### src/rtl/branch_resolver_pkg.sv
// branch_resolver_pkg
// Types and constants shared by the branch resolver and its helpers.
//   word        - 32-bit machine word used for PCs and targets
//   eq/ne/lt/ge - bit positions of the ALU compare flags in compare_async
//   cond_t      - branch condition selector carried with the instruction
//   br_state_t  - resolver FSM states
package branch_resolver_pkg;

  typedef logic [31:0] word;

  localparam int eq = 0;
  localparam int ne = 1;
  localparam int lt = 2;
  localparam int ge = 3;

  typedef enum logic [1:0] {
    COND_EQ = 2'd0,
    COND_NE = 2'd1,
    COND_LT = 2'd2,
    COND_GE = 2'd3
  } cond_t;

  typedef enum logic {
    IDLE  = 1'b0,
    FLUSH = 1'b1
  } br_state_t;

  // Picks the ALU flag that decides a conditional branch.
  function automatic logic select_flag(cond_t cond_sel, logic [3:0] flags);
    logic flag;
    flag = 1'b0;
    case (cond_sel)
      COND_EQ: flag = flags[eq];
      COND_NE: flag = flags[ne];
      COND_LT: flag = flags[lt];
      COND_GE: flag = flags[ge];
      default: flag = 1'b0;
    endcase
    return flag;
  endfunction

endpackage

### src/rtl/branch_resolver_sat_counter.sv
// sat_counter
// Saturating up-counter for performance statistics.
//   clock - rising-edge clock
//   reset - asynchronous active-high clear
//   inc   - count one event this cycle
//   count - current value, sticks at all-ones
module sat_counter #(
  parameter int W = 32
) (
  input  logic         clock,
  input  logic         reset,
  input  logic         inc,
  output logic [W-1:0] count
);

  // Count events but never wrap: once every bit is set the value is frozen
  // so a long debug run cannot report a misleadingly small number.
  always_ff @(posedge clock or posedge reset) begin
    if (reset) begin
      count <= '0;
    end else if (inc && (count != {W{1'b1}})) begin
      count <= count + W'(1);
    end
  end

endmodule

### src/rtl/branch_resolver.sv
// branch_resolver
// Stage-4 branch/jump resolution: compares the real outcome against the
// fetch prediction, issues a registered redirect and squashes the front end.
//   clock, reset        - clock and asynchronous active-high reset
//   stall               - pipeline stall, freezes resolution and the flush timer
//   valid               - stage-3 instruction present
//   is_branch, is_jump  - instruction kind (both high behaves as a jump)
//   cond                - which compare flag decides a branch
//   compare_async       - ALU compare flags
//   target, pc_plus4    - taken and fall-through PCs
//   pred_taken          - fetch predicted taken
//   pred_target         - fetch predicted target
//   redirect_valid      - one-cycle pulse telling fetch to load redirect_pc
//   redirect_pc         - corrected PC, held until the next redirect
//   flush               - squash stages 1..3
//   branch_count        - resolved branches and jumps (saturating)
//   mispredict_count    - resolved mispredictions (saturating)
module branch_resolver
  import branch_resolver_pkg::*;
#(
  parameter int FLUSH_STAGES = 3,
  parameter int CNT_W        = 32
) (
  input  logic             clock,
  input  logic             reset,
  input  logic             stall,
  input  logic             valid,
  input  logic             is_branch,
  input  logic             is_jump,
  input  logic [1:0]       cond,
  input  logic [3:0]       compare_async,
  input  logic [31:0]      target,
  input  logic [31:0]      pc_plus4,
  input  logic             pred_taken,
  input  logic [31:0]      pred_target,
  output logic             redirect_valid,
  output logic [31:0]      redirect_pc,
  output logic             flush,
  output logic [CNT_W-1:0] branch_count,
  output logic [CNT_W-1:0] mispredict_count
);

  localparam int FCW = (FLUSH_STAGES < 2) ? 1 : $clog2(FLUSH_STAGES + 1);
  localparam logic [FCW-1:0] FLUSH_LOAD = FCW'(FLUSH_STAGES);

  br_state_t      state;
  logic [FCW-1:0] flush_left;
  logic           taken;
  logic           resolve;
  logic           mispredict;
  word            correct_pc;

  // Outcome of the instruction in stage 3. A jump is always taken, so an
  // instruction flagged as both branch and jump ignores the compare flags.
  // Resolution only happens in IDLE: during FLUSH the presented instruction
  // is wrong-path and must neither redirect nor be counted.
  always_comb begin
    taken      = is_jump | (is_branch & select_flag(cond_t'(cond), compare_async));
    resolve    = valid & (is_branch | is_jump) & ~stall & (state == IDLE);
    mispredict = resolve & ((taken != pred_taken) |
                            (taken & (target != pred_target)));
    correct_pc = taken ? target : pc_plus4;
  end

  // Redirect/flush sequencer. A mispredict fires a single redirect pulse and
  // loads the flush timer; flush then stays high until the timer has counted
  // FLUSH_STAGES unstalled cycles. The timer leaves FLUSH on the cycle it
  // reads 1, so flush drops exactly FLUSH_STAGES active cycles after the
  // redirect. Stalls hold the timer so squashed stages are not released early.
  always_ff @(posedge clock or posedge reset) begin
    if (reset) begin
      state          <= IDLE;
      flush_left     <= '0;
      redirect_valid <= 1'b0;
      redirect_pc    <= '0;
      flush          <= 1'b0;
    end else begin
      redirect_valid <= 1'b0;
      case (state)
        IDLE: begin
          if (mispredict) begin
            redirect_valid <= 1'b1;
            redirect_pc    <= correct_pc;
            flush_left     <= FLUSH_LOAD;
            flush          <= 1'b1;
            state          <= FLUSH;
          end
        end
        FLUSH: begin
          if (!stall) begin
            if (flush_left == FCW'(1)) begin
              flush <= 1'b0;
              state <= IDLE;
            end else begin
              flush_left <= flush_left - FCW'(1);
            end
          end
        end
        default: begin
          state <= IDLE;
          flush <= 1'b0;
        end
      endcase
    end
  end

  sat_counter #(.W(CNT_W)) u_branch_cnt (
    .clock (clock),
    .reset (reset),
    .inc   (resolve),
    .count (branch_count)
  );

  sat_counter #(.W(CNT_W)) u_mispredict_cnt (
    .clock (clock),
    .reset (reset),
    .inc   (mispredict),
    .count (mispredict_count)
  );

endmodule

### config.mk
export PLATFORM = sky130hd
export DESIGN_NAME = branch_resolver
export DESIGN_NICKNAME = d
export VERILOG_FILES = /design/src/rtl/branch_resolver_pkg.sv /design/src/rtl/branch_resolver_sat_counter.sv /design/src/rtl/branch_resolver.sv
export SDC_FILE = /design/constraint.sdc
export NUM_CORES = 1
export LEC_CHECK = 0
export CAP_MARGIN = 20
export CORE_MARGIN = 2
export CORE_UTILIZATION = 48
export CTS_CLUSTER_DIAMETER = 60
export DETAILED_ROUTE_END_ITERATION = 16
export PLACE_DENSITY = 0.89
export SYNTH_ARGS = -nofsm -noshare
export SYNTH_HDL_FRONTEND = slang
export SYNTH_HIERARCHICAL = 1
export SYNTH_SLANG_ARGS = --single-unit
### constraint.sdc
create_clock -name clock -period 4.8 [get_ports clock]
set_input_delay 0.72 -clock clock [delete_from_list [all_inputs] [get_ports clock]]
set_output_delay 0.72 -clock clock [all_outputs]
set_load 0.03 [all_outputs]
== After elaboration in Yosys (flattened, before gate mapping) ==
Cells that the tools add are included.

* Flip-flop bits (word level): 101

* $add $sub $neg: 3
* Eq/ne operators: 12
* Multiplexer cells: 15
* Bitwise logic cells: 11
* Reduce and logical (&&, ||, !) cells: 6

{| class="wikitable"
|+ Operator list
! kind !! number
|-
| 32-bit by 1-bit adder with 32-bit output, second input constant || 2
|-
| 32-bit inequality test, second input constant || 2
|-
| 32-bit 2-to-1 mux || 1
|-
| 32-bit inequality test || 1
|-
| 1-bit 2-to-1 mux || 7
|-
| 1-bit bitwise AND || 6
|-
| 2-bit 2-to-1 mux || 3
|-
| 3-bit AND reduction || 2
|-
| 2-bit by 1-bit == test with 1-bit output, second input constant || 2
|-
| 2-bit == test, second input constant || 2
|-
| 2-bit by 1-bit inequality test with 1-bit output, second input constant || 2
|-
| 2-bit inequality test, second input constant || 2
|-
| 1-bit case mux with 2 select lines || 2
|-
| 1-bit case mux with 4 select lines || 1
|-
| 2-bit case mux with 2 select lines || 1
|-
| 1-bit OR || 3
|-
| 1-bit logical AND || 2
|-
| 2-bit logical NOT || 1
|-
| 1-bit inverter || 2
|-
| 2-bit AND reduction || 1
|-
| 2-bit by 1-bit subtractor with 2-bit output, second input constant || 1
|-
| 1-bit inequality test || 1
|}

== Depth between registers and ports, before layout ==
Gate-level depths: netlist of the first run.

* Word-level depth: 9
* Depth in mapped cells: 12

== Hierarchy ==
The synthesis of the first run kept the hierarchy.

{| class="wikitable"
|+ By module, submodules not included
! module !! instances !! cells an instance !! area each (um^2) !! sequential area each (um^2)
|-
| sat_counter || 2 || 139 || 1,561.5 || 800.8
|-
| branch_resolver || 1 || 179 || 2,265.9 || 925.9
|}

== Worst setup path after synthesis of the first run ==
Ideal clock, no wire load.

* Kind: input -> register
* Start: in cond[0]
* End: reg u_mispredict_cnt.count[21]
* Setup time: 0.134 ns
* Arrival time: 3.168 ns
* Data required time: 4.666 ns
* Path slack: 1.498 ns
* Stages: 11
* Cell sequence: mux2_4 > a311o_1 > buf_6 > and4_4 > nor2_1 > clkbuf_2 > nand3_1 > or4_4 > a311oi_4 > nand4_1 > xnor2_1

* Word-level cells in the longest chain between the ends: 8
* Elaborated cells between the ends (all ways): 12

{| class="wikitable"
|+ RTL lines
! element !! line !! source
|-
| start, declared || branch_resolver.sv:30 || <nowiki>input logic [1:0] cond,</nowiki>
|-
| 2-bit == test (tied with other cells) || branch_resolver_pkg.sv:32 || <nowiki>case (cond_sel)</nowiki>
|-
| 1-bit case mux with 4 select lines * || branch_resolver_pkg.sv:32 ||
|-
| 1-bit bitwise AND * || branch_resolver.sv:58 || <nowiki>taken = is_jump | (is_branch & select_flag(cond_t'(cond), compare_async));</nowiki>
|-
| 1-bit OR * || branch_resolver.sv:58 ||
|-
| 1-bit inequality test / 1-bit bitwise AND (equally long branches) || branch_resolver.sv:60, branch_resolver.sv:61 ||
|-
| 1-bit OR * || branch_resolver.sv:60 || <nowiki>mispredict = resolve & ((taken != pred_taken) |</nowiki>
|-
| 1-bit bitwise AND * || branch_resolver.sv:60 ||
|-
| named net mispredict || branch_resolver.sv:50 || <nowiki>logic mispredict;</nowiki>
|-
| 1-bit logical AND * || branch_resolver_sat_counter.sv:21 || <nowiki>end else if (inc && (count != {W{1'b1}})) begin</nowiki>
|-
| end signal, assigned || branch_resolver_sat_counter.sv:22 || <nowiki>count <= count + W'(1);</nowiki>
|-
| end, declared || branch_resolver_sat_counter.sv:13 || <nowiki>output logic [W-1:0] count</nowiki>
|}

The timed path passes the listed nets; every way through them passes the cells marked *.
A chain may end at the register's enable or synchronous reset.

== Final worst setup path of the first run ==
* Start: in cond[0]
* End: reg u_mispredict_cnt.count[31]

Same word-level chain as after synthesis.

==> results_tabular.tex, run 1 <==
\begin{tabular}{lr}
\hline
Metric & Value \\
\hline
\multicolumn{2}{l}{\textbf{Global routing}} \\
Via count of the first global-routing pass & 4672 \\
Overall overflow remaining after global route & 0 \\
All-Layer GR Usage & 0.262 \\
Global-route wire length before repair & 24000 µm \\
Initial antenna violation count & 0 \\
Largest net degree at the start of global routing & 38 \\
\multicolumn{2}{l}{\textbf{Power and ir drop}} \\
Switching power total & 1.09 mW \\
Pleak & 3.13 nW \\
Internal Dissipation & 1.93 mW \\
Switching part of the total power & 0.362 \\
Maximum vdd drop & 0.408 mV \\
PwrDens & 386 nW/µm² \\
Sequential group share of total power & 0.393 \\
Power share of the clock group & 0.193 \\
Combinational group share of total power & 0.414 \\
\multicolumn{2}{l}{\textbf{Logic synthesis}} \\
YS warnings & 6 \\
Share of synthesized area occupied by flip-flops and latches & 0.469 \\
Area share of the largest cell type after synthesis & 0.469 \\
Synth area leader & sky130\_fd\_sc\_hd\_\_dfrtp\_1 \\
Dominant cells by area after synthesis & sky130\_fd\_sc\_hd\_\_dfrtp\_1 47\%, sky130\_fd\_sc\_hd\_\_mux2\_2 14\%, sky130\_fd\_sc\_hd\_\_xnor2\_1 13\%, sky130\_fd\_sc\_hd\_\_nand3\_1 4.2\%, sky130\_fd\_sc\_hd\_\_nand4\_1 3.0\% \\
Mean area per synthesized cell & 11.8 µm² \\
Number of distinct library cells after synthesis & 44 \\
FF+latch count, synth & 101 \\
Post-synthesis cell count & 457 \\
Synthesized Nets & 569 \\
EDFF count, synth & 0 \\
Async set-reset flop share out of synthesis & 1.00 \\
Post-synth design cell area & 5390 µm² \\
Synth Flop Type & sky130\_fd\_sc\_hd\_\_dfrtp\_1 \\
\multicolumn{2}{l}{\textbf{Die}} \\
Area of the placeable core & 10900 µm² \\
Effective utilization at floorplan & 0.495 \\
Number of placed I/O pins & 207 \\
Horizontal extent of the die & 110 µm \\
Number of standard-cell rows in the floorplan & 38 \\
Die boundary height & 110 µm \\
Die footprint & 12100 µm² \\
\multicolumn{2}{l}{\textbf{Critical path}} \\
CP startpoint kind & input port \\
Data arrival time of the critical path & 4130 ps \\
Data required time at the worst endpoint & 5050 ps \\
Reg-to-Reg End & u\_mispredict\_cnt/count[31] \\
Largest delay contributor family on the critical path & simple AND/OR/NAND/NOR gates \\
Source of the worst register-to-register timing path & state \\
Max Fanout on Critical Path & 10 \\
Worst path slowest cell & sky130\_fd\_sc\_hd\_\_a311oi\_4 \\
Startpoint-to-endpoint class of the critical path & input port to register \\
Length in cells of the worst reg-to-reg path & 10 \\
Cell depth of the worst setup path & 11 \\
Setup slack, reg-to-reg & 1770 ps \\
Worst path buffer plus inverter count & 2 \\
Type of element capturing the critical path & register \\
Sequence of cells on the critical path & clkdlybuf4s50\_1, mux2\_4, a311o\_1, and4\_4, nor2\_1, buf\_4, nand3\_1, or4\_4, a311oi\_4, nand4\_1, xnor2\_1 \\
Crit-path max cell delay & 540 ps \\
\multicolumn{2}{l}{\textbf{Clock network}} \\
Max clock buf depth & 2 \\
Buffer cell driving the clock tree root & sky130\_fd\_sc\_hd\_\_clkbuf\_8 \\
CTS tree & done \\
Number of setup buffers added after CTS & 0 \\
Clock insertion delay at the later pin of the skew report & 370 ps \\
CTS clk-pin slew, worst paths & 90 ps \\
Gates resized, CTS repair & 0 \\
CTS HTree Levels & 3 \\
Clk sink count & 101 \\
Clock buffer count from CTS & 9 \\
Cts hold-fix bufs & 0 \\
\multicolumn{2}{l}{\textbf{STA}} \\
Max-slew violation count & 0 \\
Tightest slew margin relative to the limit & 0.399 \\
Max Freq & 258 MHz \\
Post-route setup TNS & 0 ps \\
Final period util & 0.808 \\
Setup repair after global routing missed its margin & no \\
Slew of the pin with the lowest slew margin & 895 ps \\
Number of hold-slack violations in the final timing report & 0 \\
Setup clock skew after layout & 8.63 ps \\
Final period demand of the worst path & 3880 ps \\
Least setup slack across all paths after layout & 924 ps \\
\# setup viols final & 0 \\
\multicolumn{2}{l}{\textbf{Worst hold path}} \\
Count of cells along the worst hold path & 1 \\
Startpoint of the most critical hold path & u\_branch\_cnt/count[10] \\
Hold/Removal Path Class & register to register \\
Hold Crit Endpoint & u\_branch\_cnt/count[10] \\
\multicolumn{2}{l}{\textbf{Layout}} \\
Share of layout cells above drive strength 1 & 0.162 \\
Fill cell count & 822 \\
Net total in the final layout & 780 \\
Antenna diode count & 0 \\
Area grow syn2layout & 45.3\% \\
\multicolumn{2}{l}{\textbf{Placement}} \\
Gp weighted congestion & 0.966 \\
Pre-CTS setup slack & 539 ps \\
IO Port Bufs & 206 \\
HPWL after detailed placement & 11900 µm \\
\multicolumn{2}{l}{\textbf{Routing}} \\
First-pass DRT Iterations & 4 \\
DRT iter0 DRCs & 174 \\
Drt via density & 5.52 \\
Overall via count from detail\_route & 4485 \\
Residual DRC & 0 \\
Final WL & 15200 µm \\
Antenna Violating Nets Remaining & 0 \\
Routed len/inst & 18.6 µm \\
\multicolumn{2}{l}{\textbf{Status}} \\
Status & finished clean \\
\multicolumn{2}{l}{\textbf{Job}} \\
Maximum Capacitance Violations & 0 \\
\hline
\end{tabular}
[registers in the layout (all words and copies together), names as in the netlist]
name and flops:
flush_left 2, redirect_pc 32, u_branch_cnt/count 32, flush 1, state 1, u_mispredict_cnt/count 32, redirect_valid 1
[placed cells by master (no fill, tap or decap), types with 5 or more instances in the layout]
cell	instances
sky130_fd_sc_hd__nor2_1	12
sky130_fd_sc_hd__clkdlybuf4s50_1	206
sky130_fd_sc_hd__clkbuf_8	9
sky130_fd_sc_hd__and3_1	20
sky130_fd_sc_hd__xor2_1	5
sky130_fd_sc_hd__nand3_1	45
sky130_fd_sc_hd__nand4_1	26
sky130_fd_sc_hd__dfrtp_1	101
sky130_fd_sc_hd__mux2_2	67
sky130_fd_sc_hd__xnor2_1	82
sky130_fd_sc_hd__a21oi_1	5
sky130_fd_sc_hd__buf_4	6
sky130_fd_sc_hd__nand2_1	16
sky130_fd_sc_hd__inv_1	11
[routing by layer]
metal,vias up,GRT usage,wire length [µm]
met4,0,0.118,503
li1,2079,-,-
met5,-,0,0
met2,144,0.442,7730
met1,2226,0.309,6050
met3,36,0.0729,872
[cells in the mapped netlist (4+ instances only)]
cell and n:
sky130_fd_sc_hd__a31oi_1 4, sky130_fd_sc_hd__and3_1 20, sky130_fd_sc_hd__nand4_1 26, sky130_fd_sc_hd__buf_6 4
sky130_fd_sc_hd__mux2_2 67, sky130_fd_sc_hd__dfrtp_1 101, sky130_fd_sc_hd__clkbuf_1 4, sky130_fd_sc_hd__xnor2_1 82
sky130_fd_sc_hd__a41oi_1 4, sky130_fd_sc_hd__nor3_1 4, sky130_fd_sc_hd__a21oi_1 5, sky130_fd_sc_hd__nor2_1 12
sky130_fd_sc_hd__nand2_1 16, sky130_fd_sc_hd__nand3_1 45, sky130_fd_sc_hd__inv_1 11, sky130_fd_sc_hd__xor2_1 5
[how the worst max path moves through the flow]
stage,to,slack (ps),startpoint
detailed placement,u_mispredict_cnt/count[17],540,cond[0]
global placement,u_mispredict_cnt/count[31],650,cond[0]
global route,u_mispredict_cnt/count[31],740,cond[0]
floorplan,u_mispredict_cnt/count[21],1500,cond[0]
CTS,u_mispredict_cnt/count[31],930,cond[0]
finish,u_mispredict_cnt/count[31],920,cond[0]
[power by group through the flow]
stage | sequential [mW] | clock (mW) | combinational [mW]
floorplan | 1.53 | 0 | 0.337
detailed placement | 1.20 | 0 | 1.26
finish | 1.19 | 0.583 | 1.25
global route | 1.21 | 0.634 | 1.32
CTS | 1.19 | 0.601 | 1.26
global placement | 1.18 | 0 | 1.23
[kinds of logic after synthesis]
| kind of cell | after synthesis | share of synthesized area |
|---|---|---|
| adders and majority gates | 3 | 0.00697 |
| buffers and inverters | 24 | 0.0234 |
| and+or+nand+nor | 145 | 0.160 |
| muxes | 71 | 0.148 |
| AOI/OAI and AO/OA | 26 | 0.0504 |
| DFF | 101 | 0.469 |
| xor gates and xnor gates | 87 | 0.141 |
[area by class of cell]
type                       instances  area (µm²)  share of cell area
timing repair buffer             213        2130               0.273
sequential                       101        2530               0.323
clock buffer                       9         124              0.0158
multi-input combinational        332        2740               0.350
inverter                          11        41.3             0.00527
clock inverter                     7        88.8              0.0113
tap                              140         175              0.0224
[per-stage QoR]
stage          std cells  area (µm²)  hold WS, ps  total power [mW]   util
6_report             813        7830          499              3.02  0.719
5_1_grt              813        7830          528              3.16  0.719
4_1_cts              813        7830          496              3.05  0.719
3_5_place_dp         797        7620          467              2.46  0.700
3_3_place_gp         796        7590          461              2.41  0.697
2_1_floorplan        457        5390          495              1.86      -
No activity file was read; power rests on OpenSTA's default activity.
==> inputs of run 2 (changes only) <==
- CORE_UTILIZATION: 48 -> 45
- PLACE_DENSITY: 0.89 -> 0.84
- clock period: 4.8 -> 3.85 ns (I/O delays scaled with it)
==> run 2 against run 1 <==
Compared with the run above:
- wire length is 1.1% higher
- combinational power grew 25%
- clock-buffer cell count is 2 higher
- non-clock buffer count increased by 7
- power increased by 30%
- via count down 0.85%
- final area rose by 1.8%
- die area is 6.4% higher
- highest routed layer unchanged
==> results_tabular.tex, run 2 (synthesis gave the netlist of run 1 again) <==
\begin{tabular}{lr}
\hline
Metric & Value \\
\hline
\multicolumn{2}{l}{\textbf{Critical path}} \\
Source of the worst register-to-register timing path & state \\
CP startpoint kind & input port \\
Length in cells of the worst reg-to-reg path & 10 \\
Data arrival time of the critical path & 3640 ps \\
Setup slack, reg-to-reg & 980 ps \\
Startpoint-to-endpoint class of the critical path & input port to register \\
Max Fanout on Critical Path & 10 \\
Data required time at the worst endpoint & 4080 ps \\
Reg-to-Reg End & u\_mispredict\_cnt/count[21] \\
Type of element capturing the critical path & register \\
\multicolumn{2}{l}{\textbf{STA}} \\
\# setup viols final & 0 \\
Final period demand of the worst path & 3420 ps \\
Number of hold-slack violations in the final timing report & 0 \\
Post-route setup TNS & 0 ps \\
Worst slack on hold paths & 492 ps \\
Slew of the pin with the lowest slew margin & 780 ps \\
Setup clock skew after layout & 8.75 ps \\
Final period util & 0.887 \\
Tightest slew margin relative to the limit & 0.480 \\
Max Freq & 293 MHz \\
Max-slew violation count & 0 \\
Setup repair after global routing missed its margin & no \\
\multicolumn{2}{l}{\textbf{Placement}} \\
HPWL after detailed placement & 12100 µm \\
IO Port Bufs & 206 \\
Count of placed standard cells including taps & 807 \\
Gp weighted congestion & 0.918 \\
\multicolumn{2}{l}{\textbf{Layout}} \\
Net total in the final layout & 787 \\
Area grow syn2layout & 47.9\% \\
Final cell count without fillers & 824 \\
Storage cell area & 2530 µm² \\
Most frequent cells in the layout & 206 x sky130\_fd\_sc\_hd\_\_clkdlybuf4s50\_1, 101 x sky130\_fd\_sc\_hd\_\_dfrtp\_1, 82 x sky130\_fd\_sc\_hd\_\_xnor2\_1 \\
Top Registers & redirect\_pc x32, u\_branch\_cnt/count x32, u\_mispredict\_cnt/count x32 \\
Leading cell type in the layout, fill and taps excluded & sky130\_fd\_sc\_hd\_\_clkdlybuf4s50\_1 \\
Multi-input gate area & 2740 µm² \\
Fill cell count & 866 \\
Share of layout cells above drive strength 1 & 0.168 \\
\multicolumn{2}{l}{\textbf{Routing}} \\
Drt via density & 5.40 \\
DRT iter0 DRCs & 312 \\
Overall via count from detail\_route & 4447 \\
Final WL & 15300 µm \\
Residual DRC & 0 \\
Antenna Violating Nets Remaining & 0 \\
Routed len/inst & 18.6 µm \\
First-pass DRT Iterations & 4 \\
\multicolumn{2}{l}{\textbf{Die}} \\
Die footprint & 12900 µm² \\
Number of standard-cell rows in the floorplan & 39 \\
Area of the placeable core & 11600 µm² \\
Horizontal extent of the die & 113 µm \\
Die boundary height & 113 µm \\
Effective utilization at floorplan & 0.466 \\
Number of placed I/O pins & 207 \\
\multicolumn{2}{l}{\textbf{Power and ir drop}} \\
Pleak & 3.19 nW \\
Overall power of the completed layout & 3.94 mW \\
Maximum vdd drop & 0.485 mV \\
PwrDens & 494 nW/µm² \\
\multicolumn{2}{l}{\textbf{Clock network}} \\
CTS clk-pin slew, worst paths & 70 ps \\
Number of setup buffers added after CTS & 0 \\
Clock buffer count from CTS & 9 \\
Clk sink count & 101 \\
Buffer cell driving the clock tree root & sky130\_fd\_sc\_hd\_\_clkbuf\_16 \\
Cts hold-fix bufs & 0 \\
Max clock buf depth & 2 \\
CTS tree & done \\
CTS HTree Levels & 3 \\
Clock insertion delay at the later pin of the skew report & 340 ps \\
Gates resized, CTS repair & 0 \\
\multicolumn{2}{l}{\textbf{Worst hold path}} \\
Count of cells along the worst hold path & 1 \\
Startpoint of the most critical hold path & flush \\
Hold Crit Endpoint & flush \\
Hold/Removal Path Class & register to register \\
\multicolumn{2}{l}{\textbf{Job}} \\
Maximum Capacitance Violations & 0 \\
\multicolumn{2}{l}{\textbf{Global routing}} \\
Largest net degree at the start of global routing & 37 \\
Global-route wire length before repair & 24200 µm \\
All-Layer GR Usage & 0.241 \\
Via count of the first global-routing pass & 4677 \\
Overall overflow remaining after global route & 0 \\
Initial antenna violation count & 1 \\
\multicolumn{2}{l}{\textbf{Status}} \\
Status & finished clean \\
\hline
\end{tabular}
==> run 2: changes by cell type in the layout (fill, tap and decap cells not counted) <==
cell                         delta
sky130_fd_sc_hd__clkbuf_16      +9
sky130_fd_sc_hd__clkbuf_8       -9
sky130_fd_sc_hd__buf_4          +7
sky130_fd_sc_hd__clkinv_2       -3
sky130_fd_sc_hd__clkbuf_1       +2
sky130_fd_sc_hd__clkinvlp_4     +2
sky130_fd_sc_hd__bufinv_16      -1
sky130_fd_sc_hd__diode_2        +1
==> run 2: routing by layer <==
| metal | vias up | routed length, µm | GRT usage |
|---|---|---|---|
| li1 | 2087 | - | - |
| met1 | 2166 | 6050 | 0.290 |
| met2 | 158 | 7600 | 0.407 |
| met3 | 36 | 1140 | 0.0707 |
| met4 | 0 | 541 | 0.0984 |
| met5 | - | 0 | 0 |
==> run 2: report_power, final <==
part / internal, mW / switching [mW]
clock network: 0.506 / 0.390
registers: 1.30 / 0.182
logic: 0.747 / 0.814
total: 2.55 / 1.39
==> run 2: through the flow <==
step / area (µm²) / setup WS, ps / util
after global placement: 7650 / 144 / 0.661
after CTS: 7970 / 459 / 0.689
after detailed placement: 7680 / 123 / 0.664
after floorplan: 5390 / 691 / -
after global routing: 7970 / 276 / 0.689
final: 7970 / 434 / 0.689
==> run 2: worst max path at each step <==
stage / slack [ps] / depth (start not counted) / to / start
6_report: 430 / 12 / u_mispredict_cnt/count[21] / cond[0]
5_1_grt: 280 / 13 / u_mispredict_cnt/count[18] / cond[0]
4_1_cts: 460 / 13 / u_mispredict_cnt/count[20] / cond[0]
3_5_place_dp: 120 / 12 / u_mispredict_cnt/count[21] / cond[0]
3_3_place_gp: 140 / 12 / u_mispredict_cnt/count[21] / cond[0]
2_1_floorplan: 690 / 11 / u_mispredict_cnt/count[21] / cond[0]
==> run 2: worst max-delay path, stage by stage <==
cell,delay (ps)
sky130_fd_sc_hd__clkdlybuf4s50_1,540
sky130_fd_sc_hd__mux2_4,310
sky130_fd_sc_hd__a311o_1,400
sky130_fd_sc_hd__and4_4,170
sky130_fd_sc_hd__nor2_1,140
sky130_fd_sc_hd__buf_4,150
sky130_fd_sc_hd__nand3_1,110
sky130_fd_sc_hd__or4_4,450
sky130_fd_sc_hd__a311oi_4,260
sky130_fd_sc_hd__buf_4,220
sky130_fd_sc_hd__nand4_1,150
sky130_fd_sc_hd__xnor2_1,160
==> run 2: cell type report <==
class | count | share of cell area
diodes | 1 | 0.000314
clock buffers | 11 | 0.0292
clock inverters | 5 | 0.00738
inverters | 11 | 0.00518
multi-input cells | 332 | 0.344
flip-flops and latches | 101 | 0.317
well taps | 143 | 0.0224
repair buffers | 220 | 0.274
==> inputs of run 3 (changes only) <==
- ABC_CLOCK_PERIOD_IN_PS: not set -> 3850
- PLACE_DENSITY: 0.84 -> 0.83
==> run 3 against run 2 <==
Compared with the run above:
- sequential power is essentially flat
- global-route usage up 0.52 points
- wire length increased by 1.3%
- critical path depth fell by 1
- setup slack improved by 41 ps
- critical path type unchanged
- hold slack improved by 8.8 ps
- register-to-register slack gained 60 ps
- first-iteration DRC count shrank 1.3%
- largest power group unchanged
- clock-buffer cell count shrank 1
- cell count down 0.49%
- die area is the same
==> results_tabular.tex, run 3 (synthesis gave the netlist of run 1 again) <==
\begin{tabular}{lr}
\hline
Metric & Value \\
\hline
\multicolumn{2}{l}{\textbf{Global routing}} \\
All-Layer GR Usage & 0.246 \\
Via count of the first global-routing pass & 4638 \\
Overall overflow remaining after global route & 0 \\
Global-route wire length before repair & 24600 µm \\
Initial antenna violation count & 0 \\
Largest net degree at the start of global routing & 38 \\
\multicolumn{2}{l}{\textbf{Routing}} \\
Antenna Violating Nets Remaining & 0 \\
Overall via count from detail\_route & 4454 \\
Residual DRC & 0 \\
Final WL & 15500 µm \\
Drt via density & 5.43 \\
DRT iter0 DRCs & 308 \\
First-pass DRT Iterations & 5 \\
Routed len/inst & 18.9 µm \\
\multicolumn{2}{l}{\textbf{Clock network}} \\
Gates resized, CTS repair & 0 \\
Clock insertion delay at the later pin of the skew report & 340 ps \\
Clk sink count & 101 \\
CTS tree & done \\
CTS HTree Levels & 3 \\
Max clock buf depth & 2 \\
CTS clk-pin slew, worst paths & 70 ps \\
Clock buffer count from CTS & 9 \\
Cts hold-fix bufs & 0 \\
Number of setup buffers added after CTS & 0 \\
Buffer cell driving the clock tree root & sky130\_fd\_sc\_hd\_\_clkbuf\_16 \\
\multicolumn{2}{l}{\textbf{Power and ir drop}} \\
Switching part of the total power & 0.351 \\
Pleak & 3.17 nW \\
Combinational group share of total power & 0.394 \\
Sequential group share of total power & 0.375 \\
Internal Dissipation & 2.56 mW \\
Switching power total & 1.39 mW \\
Power share of the clock group & 0.231 \\
PwrDens & 497 nW/µm² \\
Maximum vdd drop & 0.432 mV \\
\multicolumn{2}{l}{\textbf{Layout}} \\
Top Registers & redirect\_pc x32, u\_branch\_cnt/count x32, u\_mispredict\_cnt/count x32 \\
Most frequent cells in the layout & 206 x sky130\_fd\_sc\_hd\_\_clkdlybuf4s50\_1, 101 x sky130\_fd\_sc\_hd\_\_dfrtp\_1, 82 x sky130\_fd\_sc\_hd\_\_xnor2\_1 \\
Share of layout cells above drive strength 1 & 0.167 \\
Antenna diode count & 0 \\
Leading cell type in the layout, fill and taps excluded & sky130\_fd\_sc\_hd\_\_clkdlybuf4s50\_1 \\
Area grow syn2layout & 47.3\% \\
Net total in the final layout & 785 \\
\multicolumn{2}{l}{\textbf{Placement}} \\
Gp weighted congestion & 0.898 \\
IO Port Bufs & 206 \\
HPWL after detailed placement & 12100 µm \\
Pre-CTS setup slack & 165 ps \\
\multicolumn{2}{l}{\textbf{STA}} \\
Number of hold-slack violations in the final timing report & 0 \\
Final period util & 0.877 \\
Final period demand of the worst path & 3380 ps \\
Tightest slew margin relative to the limit & 0.553 \\
Slew of the pin with the lowest slew margin & 668 ps \\
Setup repair after global routing missed its margin & no \\
Post-route setup TNS & 0 ps \\
Least setup slack across all paths after layout & 475 ps \\
Max-slew violation count & 0 \\
Setup clock skew after layout & 8.56 ps \\
Max Freq & 296 MHz \\
Worst slack on hold paths & 500 ps \\
\# setup viols final & 0 \\
\multicolumn{2}{l}{\textbf{Critical path}} \\
Cell depth of the worst setup path & 11 \\
Largest delay contributor family on the critical path & simple AND/OR/NAND/NOR gates \\
Length in cells of the worst reg-to-reg path & 9 \\
CP startpoint kind & input port \\
Data arrival time of the critical path & 3600 ps \\
Worst path buffer plus inverter count & 2 \\
Sequence of cells on the critical path & clkdlybuf4s50\_1, mux2\_4, a311o\_1, and4\_4, nor2\_1, buf\_4, nand2\_1, or3\_1, a2111oi\_4, nand3\_1, xnor2\_1 \\
Max Fanout on Critical Path & 7 \\
Data required time at the worst endpoint & 4070 ps \\
Crit-path max cell delay & 520 ps \\
Type of element capturing the critical path & register \\
Startpoint-to-endpoint class of the critical path & input port to register \\
Worst path slowest cell & sky130\_fd\_sc\_hd\_\_clkdlybuf4s50\_1 \\
\multicolumn{2}{l}{\textbf{Die}} \\
Number of standard-cell rows in the floorplan & 39 \\
Number of placed I/O pins & 207 \\
Horizontal extent of the die & 113 µm \\
Die footprint & 12900 µm² \\
Effective utilization at floorplan & 0.466 \\
Area of the placeable core & 11600 µm² \\
Die boundary height & 113 µm \\
\multicolumn{2}{l}{\textbf{Worst hold path}} \\
Count of cells along the worst hold path & 1 \\
Hold/Removal Path Class & register to register \\
\multicolumn{2}{l}{\textbf{Job}} \\
Maximum Capacitance Violations & 0 \\
\multicolumn{2}{l}{\textbf{Status}} \\
Status & finished clean \\
\hline
\end{tabular}
## run 3: cell type report
type	instances	area, µm²
timing repair buffer	218	2150
clock buffer	10	239
sequential	101	2530
fill	870	3630
tap	143	179
clock inverter	5	58.8
multi-input combinational	332	2740
inverter	11	41.3
## run 3: power groups by stage
stage                     clock (mW)  combinational, mW  sequential (mW)
after floorplan                    0              0.420             1.90
after global placement             0               1.54             1.48
after detailed placement           0               1.56             1.50
after CTS                      0.933               1.57             1.48
after global routing           0.970               1.63             1.51
final                          0.910               1.56             1.48
## run 3: worst reg2reg max path, cell delays in order (launching register included)
cell	delay, ps
sky130_fd_sc_hd__dfrtp_1	430
sky130_fd_sc_hd__nor4b_2	440
sky130_fd_sc_hd__o21ai_4	150
sky130_fd_sc_hd__nor2_1	230
sky130_fd_sc_hd__buf_4	200
sky130_fd_sc_hd__nand2_1	50
sky130_fd_sc_hd__or3_1	380
sky130_fd_sc_hd__a2111oi_4	470
sky130_fd_sc_hd__nand3_1	180
sky130_fd_sc_hd__xnor2_1	160
## run 3: path summary, 6_finish.rpt
path | startpoint | to | slack [ps]
worst max-delay path | cond[0] | u_mispredict_cnt/count[28] | 470
max in group asynchronous | reset | redirect_pc[31] | 2740
worst min-delay path | u_branch_cnt/count[23] | u_branch_cnt/count[23] | 500
min in group asynchronous | reset | u_branch_cnt/count[2] | 720
worst min register to register | u_branch_cnt/count[23] | u_branch_cnt/count[23] | 500
worst max register to register | state | u_mispredict_cnt/count[28] | 1040
## run 3: per-layer routing
metal / vias to the layer above / track usage / share of wire
met5: - / 0 / 0
met4: 0 / 0.0740 / 0.025
met3: 26 / 0.0616 / 0.051
met2: 124 / 0.436 / 0.51
met1: 2219 / 0.297 / 0.41
li1: 2085 / - / -
## run 3: through the flow
step / area, µm² / utilization / power, mW / cells
6_report: 7940 / 0.686 / 3.95 / 820
5_1_grt: 7940 / 0.686 / 4.11 / 820
2_1_floorplan: 5390 / - / 2.32 / 457
3_3_place_gp: 7640 / 0.661 / 3.02 / 805
4_1_cts: 7940 / 0.686 / 3.99 / 820
3_5_place_dp: 7640 / 0.661 / 3.06 / 805
